### src/rtl/fu_issue_arbiter_if.sv
// Issue-stage bus between RS select logic (master) and the FU issue arbiter (slave).
// Carries requests/tags, grants, flush and per-unit issue/completion status.
interface fu_issue_arbiter_if #(
   parameter int unsigned NUM_REQ = 8,
   parameter int unsigned NUM_FU  = 2,
   parameter int unsigned TAG_W   = 4
);
   localparam int unsigned FREE_W = $clog2(NUM_FU + 1);

   logic                      flush;
   logic [NUM_REQ-1:0]        req;
   logic [NUM_REQ*TAG_W-1:0]  req_tag;
   logic [NUM_REQ-1:0]        gnt;
   logic [NUM_FU-1:0]         fu_issue_valid;
   logic [NUM_FU*TAG_W-1:0]   fu_issue_tag;
   logic [NUM_FU-1:0]         fu_done;
   logic [NUM_FU-1:0]         fu_busy;
   logic [FREE_W-1:0]         free_cnt;

   modport master (
      output flush, req, req_tag,
      input  gnt, fu_issue_valid, fu_issue_tag, fu_done, fu_busy, free_cnt
   );

   modport slave (
      input  flush, req, req_tag,
      output gnt, fu_issue_valid, fu_issue_tag, fu_done, fu_busy, free_cnt
   );
endinterface

### src/rtl/fu_issue_arbiter.sv
// Multi-grant issue arbiter sharing NUM_FU multi-cycle units among NUM_REQ requesters.
// Optional FU_ARB_ROTATE_EN adds a rotating priority pointer for starvation freedom.
module fu_issue_arbiter #(
   parameter int unsigned NUM_REQ = 8,
   parameter int unsigned NUM_FU  = 2,
   parameter int unsigned FU_LAT  = 3,
   parameter int unsigned TAG_W   = 4
) (
   input logic               clock,
   input logic               reset_n,
   fu_issue_arbiter_if.slave bus
);
   localparam int unsigned CNT_W  = $clog2(FU_LAT + 1);
   localparam int unsigned FREE_W = $clog2(NUM_FU + 1);
   localparam int unsigned IDX_W  = $clog2(NUM_REQ);
   localparam logic [CNT_W-1:0] CNT_ONE  = CNT_W'(1);
   localparam logic [CNT_W-1:0] CNT_LOAD = CNT_W'(FU_LAT);

   typedef enum logic {StIdle, StBusy} fu_state_e;

   fu_state_e          state_q [NUM_FU];
   fu_state_e          state_d [NUM_FU];
   logic [CNT_W-1:0]   cnt_q   [NUM_FU];
   logic [CNT_W-1:0]   cnt_d   [NUM_FU];
   logic [TAG_W-1:0]   tag_q   [NUM_FU];
   logic [TAG_W-1:0]   tag_d   [NUM_FU];
   logic [TAG_W-1:0]   load_tag[NUM_FU];
   logic [TAG_W-1:0]   tag_in  [NUM_REQ];
   logic [NUM_FU-1:0]  issue_q, issue_d;
   logic [NUM_FU-1:0]  free, load, done, busy;
   logic [NUM_REQ-1:0] gnt;
   logic [FREE_W-1:0]  free_cnt;
   logic [NUM_FU*TAG_W-1:0] issue_tag;

`ifdef FU_ARB_ROTATE_EN
   logic [IDX_W-1:0] ptr_q, ptr_d;
`endif

   always_comb begin
      for (int i = 0; i < NUM_REQ; i++) tag_in[i] = bus.req_tag[i*TAG_W +: TAG_W];
   end

   // A unit finishing this cycle is already free, enabling back-to-back issue.
   always_comb begin
      free_cnt = '0;
      for (int f = 0; f < NUM_FU; f++) begin
         busy[f] = (state_q[f] == StBusy);
         free[f] = (state_q[f] == StIdle) || (busy[f] && cnt_q[f] == CNT_ONE);
         done[f] = busy[f] && (cnt_q[f] == CNT_ONE) && !bus.flush;
         issue_tag[f*TAG_W +: TAG_W] = tag_q[f];
         free_cnt = free_cnt + FREE_W'(free[f]);
      end
   end

   // Walk requesters in MSB/LSB alternating order; each hit takes the lowest free unit.
   always_comb begin
      logic [NUM_FU-1:0] avail;
      logic              taken;
      int unsigned       base;
      int unsigned       ridx;
      logic [IDX_W-1:0]  ri;
      gnt   = '0;
      load  = '0;
      avail = free & {NUM_FU{~bus.flush}};
      for (int f = 0; f < NUM_FU; f++) load_tag[f] = '0;
      for (int unsigned p = 0; p < NUM_REQ; p++) begin
         base = (p % 2 == 0) ? (NUM_REQ - 1 - p / 2) : (p / 2);
`ifdef FU_ARB_ROTATE_EN
         ridx = (base + int'(ptr_q)) % NUM_REQ;
`else
         ridx = base;
`endif
         ri    = IDX_W'(ridx);
         taken = 1'b0;
         if (bus.req[ri]) begin
            for (int f = 0; f < NUM_FU; f++) begin
               if (!taken && avail[f]) begin
                  taken       = 1'b1;
                  avail[f]    = 1'b0;
                  load[f]     = 1'b1;
                  load_tag[f] = tag_in[ri];
                  gnt[ri]     = 1'b1;
               end
            end
         end
      end
   end

   always_comb begin
      issue_d = '0;
      for (int f = 0; f < NUM_FU; f++) begin
         state_d[f] = state_q[f];
         cnt_d[f]   = cnt_q[f];
         tag_d[f]   = tag_q[f];
         if (bus.flush) begin
            state_d[f] = StIdle;
            cnt_d[f]   = '0;
         end else if (load[f]) begin
            state_d[f] = StBusy;
            cnt_d[f]   = CNT_LOAD;
            tag_d[f]   = load_tag[f];
            issue_d[f] = 1'b1;
         end else if (state_q[f] == StBusy) begin
            if (cnt_q[f] == CNT_ONE) begin
               state_d[f] = StIdle;
               cnt_d[f]   = '0;
            end else begin
               cnt_d[f] = cnt_q[f] - CNT_ONE;
            end
         end
      end
   end

   always_ff @(posedge clock or negedge reset_n) begin
      if (!reset_n) begin
         for (int f = 0; f < NUM_FU; f++) begin
            state_q[f] <= StIdle;
            cnt_q[f]   <= '0;
            tag_q[f]   <= '0;
         end
         issue_q <= '0;
      end else begin
         for (int f = 0; f < NUM_FU; f++) begin
            state_q[f] <= state_d[f];
            cnt_q[f]   <= cnt_d[f];
            tag_q[f]   <= tag_d[f];
         end
         issue_q <= issue_d;
      end
   end

`ifdef FU_ARB_ROTATE_EN
   always_comb begin
      ptr_d = ptr_q;
      if (bus.flush) begin
         ptr_d = '0;
      end else if (|gnt) begin
         ptr_d = (ptr_q == IDX_W'(NUM_REQ - 1)) ? '0 : ptr_q + IDX_W'(1);
      end
   end

   always_ff @(posedge clock or negedge reset_n) begin
      if (!reset_n) ptr_q <= '0;
      else          ptr_q <= ptr_d;
   end
`endif

   assign bus.gnt            = gnt;
   assign bus.fu_issue_valid = issue_q;
   assign bus.fu_issue_tag   = issue_tag;
   assign bus.fu_done        = done;
   assign bus.fu_busy        = busy;
   assign bus.free_cnt       = free_cnt;
endmodule

### src/flat_wrapper.sv
// flat-port wrapper written by rule: the top's interface ports become plain ports
module fu_issue_arbiter_flat 
#(
   parameter int unsigned NUM_REQ = 8,
   parameter int unsigned NUM_FU  = 2,
   parameter int unsigned FU_LAT  = 3,
   parameter int unsigned TAG_W   = 4
)
  (clock, reset_n, bus_flush, bus_req, bus_req_tag, bus_gnt, bus_fu_issue_valid, bus_fu_issue_tag, bus_fu_done, bus_fu_busy, bus_free_cnt);
  fu_issue_arbiter_if #(.NUM_REQ(NUM_REQ), .NUM_FU(NUM_FU), .TAG_W(TAG_W)) bus_i ();
  input logic clock;
  input logic reset_n;
  input wire logic [$bits(bus_i.flush)-1:0] bus_flush;
  input wire logic [$bits(bus_i.req)-1:0] bus_req;
  input wire logic [$bits(bus_i.req_tag)-1:0] bus_req_tag;
  output wire logic [$bits(bus_i.gnt)-1:0] bus_gnt;
  output wire logic [$bits(bus_i.fu_issue_valid)-1:0] bus_fu_issue_valid;
  output wire logic [$bits(bus_i.fu_issue_tag)-1:0] bus_fu_issue_tag;
  output wire logic [$bits(bus_i.fu_done)-1:0] bus_fu_done;
  output wire logic [$bits(bus_i.fu_busy)-1:0] bus_fu_busy;
  output wire logic [$bits(bus_i.free_cnt)-1:0] bus_free_cnt;
  assign bus_i.flush = bus_flush;
  assign bus_i.req = bus_req;
  assign bus_i.req_tag = bus_req_tag;
  assign bus_gnt = bus_i.gnt;
  assign bus_fu_issue_valid = bus_i.fu_issue_valid;
  assign bus_fu_issue_tag = bus_i.fu_issue_tag;
  assign bus_fu_done = bus_i.fu_done;
  assign bus_fu_busy = bus_i.fu_busy;
  assign bus_free_cnt = bus_i.free_cnt;
  fu_issue_arbiter #(.NUM_REQ(NUM_REQ), .NUM_FU(NUM_FU), .FU_LAT(FU_LAT), .TAG_W(TAG_W)) u_core (.clock(clock), .reset_n(reset_n), .bus(bus_i));
endmodule
### config.mk
export PLATFORM = sky130hd
export DESIGN_NAME = fu_issue_arbiter_flat
export DESIGN_NICKNAME = d
export VERILOG_FILES = /design/src/rtl/fu_issue_arbiter_if.sv /design/src/rtl/fu_issue_arbiter.sv /design/src/flat_wrapper.sv
export SDC_FILE = /design/constraint.sdc
export NUM_CORES = 1
export LEC_CHECK = 0
export BUFFER_PORTS_ARGS = -buffer_cell sky130_fd_sc_hd__buf_2
export CAP_MARGIN = 25
export CORE_MARGIN = 5
export CORE_UTILIZATION = 50
export DETAILED_ROUTE_END_ITERATION = 8
export GPL_TIMING_DRIVEN = 0
export PLACE_DENSITY_LB_ADDON = 0.08
export SKIP_CTS_REPAIR_TIMING = 1
export SLEW_MARGIN = 20
export SYNTH_ARGS = -nofsm -noshare
export SYNTH_HDL_FRONTEND = slang
export SYNTH_SLANG_ARGS = --single-unit
### constraint.sdc
create_clock -name clock -period 3.25 [get_ports clock]
set_input_delay 0.325 -clock clock [delete_from_list [all_inputs] [get_ports clock]]
set_output_delay 0.325 -clock clock [all_outputs]
set_load 0.05 [all_outputs]
==> flow_metrics.tcl, run 1 <==
set metrics [dict create \
    fin_crit_sh_pct 95.57 \
    drv_cap 0 \
    total_power_uw 1190 \
    worst_pin_slew_ns 0.4648 \
    grt_pass1_wl_um 10320 \
    yosys_warnings 0 \
    portBuffers 64 \
    critPathLaunchType "register" \
    dp_hpwl_um 5066 \
    min_period_ns 3.106 \
    synth.distinct_cells 65 \
    maxSlewViolCount 0 \
    synth_seq_area_share_pct 20.21 \
    holdCritPathClass "input port to asynchronous set/reset pin" \
    violations "hold timing" \
    crit_slowest_cell "nor4_4" \
    clock-sinks 16 \
    num_rows 22 \
    critPathKind "register to output pin" \
    yosys.area.top_type "dfrtp_1" \
    rsz0062_at_grt "false" \
    ys.flop_type "dfrtp_1" \
    drtAntennaViolNets 0 \
    hold_viol 16 \
    vias 2388 \
    syn_avg_cell_area_um2 7.336 \
    cts_max_path_buffers 2 \
    grt_antenna_before_repair 0 \
    synth_fp_nets 316 \
    max-vdd-ir-drop_mv 0.2092 \
    area_growth_pct 22.99 \
    clk-insertion-delay-late_ns 0.25 \
    synthArstFlopShare_pct 100.0 \
    power.share.clock_pct 14.6 \
    synth-seq-cells 16 \
    syn_area_um2 1981 \
    routed_via_density 6.187 \
    drc 0 \
    combPwrFrac_pct 60.5 \
    wl_per_cell_um 16.54 \
    synthTopCellsByCount "21 x a21oi_1, 21 x nand2_1, 17 x clkbuf_1, 17 x nor2_1" \
    first_pass_iters 6 \
    drt_iter0_drc 134 \
    chipWidth_um 72.94 \
    num_antenna_cells 0 \
    cts_buffers 3 \
    core_area_um2 3744 \
    setup_violations 0 \
    layout-drive-gt1-share_pct 27.51 \
    critical_path_required_ns 2.92 \
    grtUsageTotal_pct 24.35 \
    synth-edff-count 0 \
    final_nets 385 \
    die_area_um2 5320 \
    start_util_pct 52.91 \
    fmax_mhz 321.9 \
    grt-ovfl-total 0 \
    clkTransAtPathRegs_ns 0.06 \
    p_switching_uw 611.8 \
    num_io_pins 67 \
    p_int_uw 578.2 \
    crit_chain "ha_1 > nor2b_1 > buf_2 > nor3_1 > nor4_4 > or2_1 > buf_2 > maj3_2 > o32ai_2 > buf_2" \
    run_status "complete, but fails checks" \
    cp_common_cell "buf_2" \
    syn_inst 270 \
    arrival_ns 2.78 \
    htree_levels 1 \
    p_leak_uw 0.001014 \
    clock_skew_ns 0.002639 \
    wl_um 6386 \
    synth_area_leaders "dfrtp_1 20%, a21oi_1 5.3%, o21ai_0 4.0%" \
    gp_congestion 0.9227 \
    fin_setup_tns_ns 0 \
    fin_cells 386 \
    crit_fanout 10 \
    cts_root_buf "clkbuf_8" \
    power_frac_seq_pct 25.0 \
    cp-end-kind "output pin" \
    slowest_delay_ns 0.43 \
    relSlewSlack_pct 68.21 \
    swShare_pct 51.41 \
    die_h_um 72.94 \
    whs_ns -0.02609 \
    power_density_nw_per_um2 488.5 \
    dp.cells 382 \
    cts_tree "yes" \
    yosys.area.top_type_share_pct 20.21 \
    grt_pass1_vias 2263 \
    grt_max_degree 17 \
]
[registers in the layout, summed over array words and instances (netlist names)]
| signal | cells |
|---|---|
| u_core.bus.fu_busy | 2 |
| u_core.bus.fu_issue_tag | 8 |
| u_core.cnt_q | 4 |
| u_core.bus.fu_issue_valid | 2 |
[logic make-up after synthesis]
| kind of cell | count (synthesis) | share of synthesized area, % |
|---|---|---|
| AO/OA/AOI/OAI | 95 | 33.36 |
| XOR/XNOR | 3 | 1.327 |
| adder cells (fa/ha/maj) | 6 | 3.538 |
| buffers and inverters | 33 | 7.012 |
| flip-flops | 16 | 20.21 |
| multiplexers | 8 | 4.232 |
| AND/OR/NAND/NOR | 109 | 30.32 |
[per-stage QoR]
stage	hold slack, ns	utilization (%)	setup slack, ns	cell area (µm²)
2_1_floorplan	0.02941	-	0.1336	1988
3_3_place_gp	0.2468	63.27	0.3372	2369
3_5_place_dp	0.2464	63.27	0.3333	2369
4_1_cts	-0.01908	64.74	0.06013	2424
5_1_grt	0.002144	65.07	0.02428	2436
6_report	-0.02609	65.07	0.1439	2436
[power by group through the flow]
stage	clock [µW]	combinational, µW	sequential, µW
2_1_floorplan	0	376	458
3_3_place_gp	0	702	299
3_5_place_dp	0	712	301
4_1_cts	176	714	297
5_1_grt	183	772	305
6_report	173	720	297
[worst max-delay path, delay by kind of cell, from the launching register on]
family	cells	cell delay, ns
buf+inv	3	0.67
fa+ha+maj	2	0.47
simple gates	4	0.93
flops	1	0.41
compound gates	1	0.06
[metal layers]
metal  up-vias  GRT usage, %  part of all wire [%]
li1       1178             -                     -
met1      1090         30.69                    42
met2       110         41.68                    48
met3        10         3.719                   8.5
met4         0         9.016                   1.6
met5         -             0                     0
[layout make-up]
class,instances,area (µm²)
plain buffers,24,105.1
clock buffers,4,55.05
fillers,366,1308
inverters,9,33.78
multi-input cells,221,1461
flip-flops and latches,16,400.4
well taps,48,60.06
repair buffers,64,320.3
[placed cells by master, fill, tap and decap left out, types with 4 or more instances in the layout]
cell,instances
nand3_1,11
a31oi_1,5
inv_1,8
nand4_1,4
clkbuf_8,4
o21ai_0,16
nor3_1,15
a211oi_1,8
buf_2,67
nand2b_1,6
dfrtp_1,16
a21oi_1,21
nor2b_1,4
nand2_1,21
nor2_1,17
clkbuf_1,17
mux2i_1,5
nor4_1,5
o211ai_1,9
[path summary, 6_finish.rpt]
path | startpoint | endpoint | slack [ns] | cells after the start
max in group asynchronous | reset_n | u_core.bus.fu_issue_valid[1]$_DFF_PN0_ | 3.01 | 1
max reg2reg | u_core.cnt_q[2]$_DFFE_PN0P_ | u_core.bus.fu_issue_tag[5]$_DFFE_PN0P_ | 0.33 | 9
min reg2reg | u_core.bus.fu_issue_tag[2]$_DFFE_PN0P_ | u_core.bus.fu_issue_tag[2]$_DFFE_PN0P_ | 0.48 | 2
min in group clock | bus_req_tag[12] | u_core.bus.fu_issue_tag[4]$_DFFE_PN0P_ | 0.33 | 3
min | reset_n | u_core.bus.fu_busy[0]$_DFF_PN0_ | -0.03 | 1
max | u_core.cnt_q[2]$_DFFE_PN0P_ | bus_gnt[3] | 0.14 | 10
Note: power is estimated with default switching activity, not from simulation.
==> run 2: changes to the inputs <==
clock period = 3 ns   (was 3.25 ns; I/O delays follow)
==> run 2 against run 1 <==
Compared with the run above:
- utilization up 1.7 points
- clock power up 13%
- via count is 3.1% higher
- non-clock buffer count up 2
- first-iteration DRC count grew 16%
- register-to-register slack got worse by 0.19 ns
- the run now ends clean
- clock-buffer cell count stayed put
- clock skew about the same
- design area increased by 2.6%
==> flow_metrics.tcl, run 2 (synthesized netlist as in run 1, its figures left out) <==
set metrics [dict create \
    run_status "finished clean" \
    crit_slowest_cell "dfrtp_1" \
    slowest_delay_ns 0.41 \
    num_antenna_cells 0 \
    holdCritStartpoint "bus_req_tag[15]" \
    critPathKind "register to output pin" \
    p_leak_uw 0.001029 \
    die_h_um 72.94 \
    critical_path_required_ns 2.70 \
    gp_congestion 0.9363 \
    clk-insertion-delay-late_ns 0.25 \
    cts_root_buf "clkbuf_8" \
    final_common_cell "buf_2" \
    wl_per_cell_um 17.21 \
    arrival_ns 2.61 \
    power.share.clock_pct 14.8 \
    fmax_mhz 343.2 \
    reg2regPathDepth 9 \
    cts_buffers 3 \
    clkTransAtPathRegs_ns 0.07 \
    cts_max_path_buffers 2 \
    clock_skew_ns 0.003060 \
    htree_levels 1 \
    clock-sinks 16 \
    drtAntennaViolNets 0 \
    drv_cap 0 \
    holdPathEnd "u_core.bus.fu_issue_tag[7]$_DFFE_PN0P_" \
    whs_path_depth 3 \
    critPathLaunchType "register" \
    grt_pass1_wl_um 10580 \
    placed_cell_area_um2 2369 \
    drc 0 \
    p_switching_uw 686.2 \
    portBuffers 64 \
    r2r_start "u_core.cnt_q[2]$_DFFE_PN0P_" \
    power_frac_seq_pct 24.4 \
    chipWidth_um 72.94 \
    met3_usage_pct 1.791 \
    whs_ns 0.3036 \
    core_area_um2 3744 \
    start_util_pct 52.91 \
    grtUsageTotal_pct 24.82 \
    r2r_slack_ns 0.14 \
    num_rows 22 \
    die_area_um2 5320 \
    fin_crit_sh_pct 97.13 \
    wl_um 6679 \
    max-vdd-ir-drop_mv 0.3138 \
    num_io_pins 67 \
    power_density_nw_per_um2 529.1 \
    combPwrFrac_pct 60.8 \
    final_nets 387 \
    dp_hpwl_um 5137 \
    min_period_ns 2.914 \
    timing.rr.end "u_core.bus.fu_issue_tag[6]$_DFFE_PN0P_" \
    grt_pass1_vias 2203 \
    setup_violations 0 \
    crit_fanout 10 \
    largest_register_ffs 8 \
    grt-ovfl-total 0 \
    relSlewSlack_pct 66.76 \
    grt_max_degree 17 \
    fillers 361 \
    top_usage_layer "met2" \
    met2_usage_pct 43.39 \
    layout-drive-gt1-share_pct 29.71 \
    first_pass_iters 5 \
    swShare_pct 51.88 \
    fin_area_um2 2500 \
    holdCritPathClass "input port to register" \
    cp-end-kind "output pin" \
    cts_tree "yes" \
    drt_iter0_drc 156 \
    area_growth_pct 26.22 \
    routed_via_density 6.343 \
    hold_viol 0 \
    p_int_uw 636.5 \
    grt_antenna_before_repair 0 \
    worst_pin_slew_ns 0.4861 \
    gr-usage-met1_pct 33.33 \
    maxSlewViolCount 0 \
    crit_chain "ha_2 > nor2b_2 > clkbuf_4 > clkinv_1 > nand2_2 > a2111o_1 > a21oi_1 > o21a_1 > buf_2" \
    final_cell_mix "64 x buf_2, 20 x nand2_1, 20 x a21oi_1, 17 x clkbuf_1" \
    vias 2461 \
]
[run 2: cell types whose count changed in the layout (fill, tap and decap cells not counted), sizes merged]
cell         previous run  this run
clkbuf                 21        22
dlygate4sd3             0         1
[run 2: final cells by class]
| cell class | count | area, µm² | share of cell area [%] |
|---|---|---|---|
| Sequential cell | 16 | 400.4 | 16.02 |
| Clock buffer | 4 | 55.05 | 2.202 |
| Tap cell | 48 | 60.06 | 2.402 |
| Multi-Input combinational cell | 221 | 1500 | 60.01 |
| Inverter | 9 | 33.78 | 1.351 |
| Buffer | 24 | 107.6 | 4.304 |
| Timing Repair Buffer | 66 | 342.8 | 13.71 |
[run 2: power groups by stage]
stage               logic, µW  registers (µW)  clock network, µW
detailed placement        778             325                  0
global route              863             330                201
finish                    804             323                196
floorplan                 408             496                  0
global placement          760             324                  0
CTS                       782             322                197
[run 2: how the worst max path moves through the flow]
stage	startpoint	to	depth (start not counted)	slack [ns]
floorplan	u_core.bus.fu_busy[0]$_DFF_PN0_	bus_gnt[4]	8	0.05
global placement	u_core.cnt_q[2]$_DFFE_PN0P_	bus_gnt[3]	10	0.11
detailed placement	u_core.cnt_q[2]$_DFFE_PN0P_	bus_gnt[3]	10	0.1
CTS	u_core.cnt_q[2]$_DFFE_PN0P_	bus_gnt[3]	10	-0.19
global route	u_core.cnt_q[2]$_DFFE_PN0P_	bus_gnt[3]	10	-0.04
finish	u_core.cnt_q[2]$_DFFE_PN0P_	bus_gnt[5]	9	0.09
[run 2: critical path: cells and delay by family, from the launching register on]
kind            cells  cell delay, ns
fa+ha+maj           1            0.23
buf+inv             3            0.77
flops               1            0.41
simple gates        2            0.47
compound gates      3            0.49
[run 2: through the flow]
| stage | setup TNS [ns] | instances | utilization (%) | setup WS (ns) | power (µW) |
|---|---|---|---|---|---|
| detailed placement | 0 | 382 | 63.27 | 0.09731 | 1103 |
| CTS | -0.3484 | 386 | 64.74 | -0.1942 | 1300 |
| finish | 0 | 388 | 66.78 | 0.08597 | 1323 |
| global placement | 0 | 382 | 63.27 | 0.1102 | 1084 |
| global route | -0.05374 | 388 | 66.78 | -0.04283 | 1394 |
| floorplan | 0 | 270 | - | 0.05041 | 903.6 |
[run 2: per-layer routing]
metal | vias to the layer above | routed length [µm]
met2 | 138 | 3248
li1 | 1184 | -
met4 | 0 | 63
met3 | 9 | 608
met5 | - | 0
met1 | 1130 | 2759
==> run 3: changes to the inputs <==
RECOVER_POWER = 100   (was default)
==> run 3 against run 2 <==
Compared with the run above:
- critical path depth is the same
- critical path type unchanged
- setup slack gained 0.020 ns
- global-route usage is the same
==> flow_metrics.tcl, run 3 (synthesized netlist as in run 1, its figures left out) <==
set metrics [dict create \
    worst_pin_slew_ns 0.8725 \
    die_area_um2 5320 \
    crit_slowest_cell "dfrtp_1" \
    cts_tree "yes" \
    dp_hpwl_um 5137 \
    fin_crit_sh_pct 96.46 \
    whs_ns 0.3032 \
    core_area_um2 3744 \
    hold_viol 0 \
    grtUsageTotal_pct 24.82 \
    total_power_uw 1302 \
    utilization_pct 66.01 \
    drc 0 \
    drt_iter0_drc 148 \
    critPathTopFamily "buffers and inverters" \
    vias 2437 \
    clkTransAtPathRegs_ns 0.06 \
    setup_violations 0 \
    critPathLaunchType "register" \
    cts_root_buf "clkbuf_8" \
    holdCritPathClass "input port to register" \
    p_leak_uw 0.0009633 \
    num_rows 22 \
    drv_cap 0 \
    drtAntennaViolNets 0 \
    clock_skew_ns 0.002889 \
    max-vdd-ir-drop_mv 0.2977 \
    final_common_cell "buf_2" \
    fmax_mhz 345.6 \
    grt_pass1_vias 2203 \
    gr-usage-met1_pct 33.33 \
    grt_antenna_before_repair 0 \
    crit_chain "ha_2 > nor2b_2 > clkbuf_4 > clkinv_1 > nand2_2 > a2111o_1 > a21oi_1 > o21a_1 > buf_2" \
    met3_usage_pct 1.791 \
    area_growth_pct 24.76 \
    fillers 372 \
    wl_um 6682 \
    final_cell_mix "42 x buf_2, 36 x clkbuf_1, 20 x nand2_1, 20 x a21oi_1" \
    met2_usage_pct 43.39 \
    htree_levels 1 \
    gp_congestion 0.9363 \
    critical_path_required_ns 2.70 \
    num_antenna_cells 0 \
    clock-sinks 16 \
    routed_via_density 6.281 \
    grt_pass1_wl_um 10580 \
    relSlewSlack_pct 41.83 \
    grt_max_degree 17 \
    grt-ovfl-total 0 \
    cp-end-kind "output pin" \
    die_h_um 72.94 \
    top_usage_layer "met2" \
    chipWidth_um 72.94 \
    crit_buf_inv 3 \
    layout-drive-gt1-share_pct 23.82 \
    clk-insertion-delay-late_ns 0.25 \
    num_io_pins 67 \
    run_status "finished clean" \
    largest_register_ffs 8 \
    cts_max_path_buffers 2 \
    slowest_delay_ns 0.41 \
    portBuffers 64 \
    final_nets 387 \
    power_density_nw_per_um2 526.7 \
    cts_buffers 3 \
    critPathKind "register to output pin" \
    crit_fanout 10 \
    first_pass_iters 4 \
    maxSlewViolCount 0 \
    min_period_ns 2.894 \
    start_util_pct 52.91 \
    wl_per_cell_um 17.22 \
    arrival_ns 2.59 \
]
run 3: changes by cell type in the layout (fill, tap and decap cells not counted):
cell,previous run,this run
buf_2,64,42
nor3_1,13,14
nor3_2,2,1
clkbuf_2,0,3
clkbuf_1,17,36
run 3: tightest hold or removal path: cells and delay by family:
family          cells  cell delay, ns
buf+inv             1            0.09
compound gates      1            0.08
simple gates        1            0.05
run 3: worst paths after layout:
kind                                                             start                                     end  slack (ns)  depth (start not counted)
worst max register to register             u_core.cnt_q[2]$_DFFE_PN0P_  u_core.bus.fu_issue_tag[6]$_DFFE_PN0P_        0.12                          9
max in group asynchronous                                      reset_n  u_core.bus.fu_issue_valid[0]$_DFF_PN0_        1.78                          2
worst min register to register  u_core.bus.fu_issue_tag[3]$_DFFE_PN0P_  u_core.bus.fu_issue_tag[3]$_DFFE_PN0P_        0.49                          2
min in group asynchronous                                      reset_n             u_core.cnt_q[3]$_DFFE_PN0P_        0.68                          2
worst min-delay path                                   bus_req_tag[12]  u_core.bus.fu_issue_tag[4]$_DFFE_PN0P_        0.30                          3
worst max-delay path                       u_core.cnt_q[2]$_DFFE_PN0P_                              bus_gnt[5]        0.11                          9
run 3: area by class of cell:
cell class                 instances  area [µm²]  share of cell area (%)
buffer                            24       107.6                   4.354
clock buffer                       4       55.05                   2.228
inverter                           9       33.78                   1.367
multi-input combinational        221        1495                   60.51
sequential                        16       400.4                   16.20
tap                               48       60.06                   2.430
timing repair buffer              66       319.1                   12.91
run 3: per-stage QoR:
| step | instance area (µm²) | instances | setup WS [ns] | setup TNS (ns) |
|---|---|---|---|---|
| floorplan | 1988 | 270 | 0.05041 | 0 |
| CTS | 2424 | 386 | -0.1942 | -0.3484 |
| global route | 2471 | 388 | -0.04283 | -0.05373 |
| global placement | 2369 | 382 | 0.1102 | 0 |
| finish | 2471 | 388 | 0.1061 | 0 |
| detailed placement | 2369 | 382 | 0.09731 | 0 |
run 3: layer usage:
metal | share of wire (%) | vias to the layer above
met4 | 0.73 | 0
li1 | - | 1181
met1 | 42 | 1131
met3 | 8.0 | 7
met5 | 0 | -
met2 | 49 | 118
run 3: report_power, final:
part	internal, µW	total (µW)	switching (µW)
Combinational	216	782	566
Clock	117	194	77.3
Sequential	282	325	43.5
Total	615	1300	687
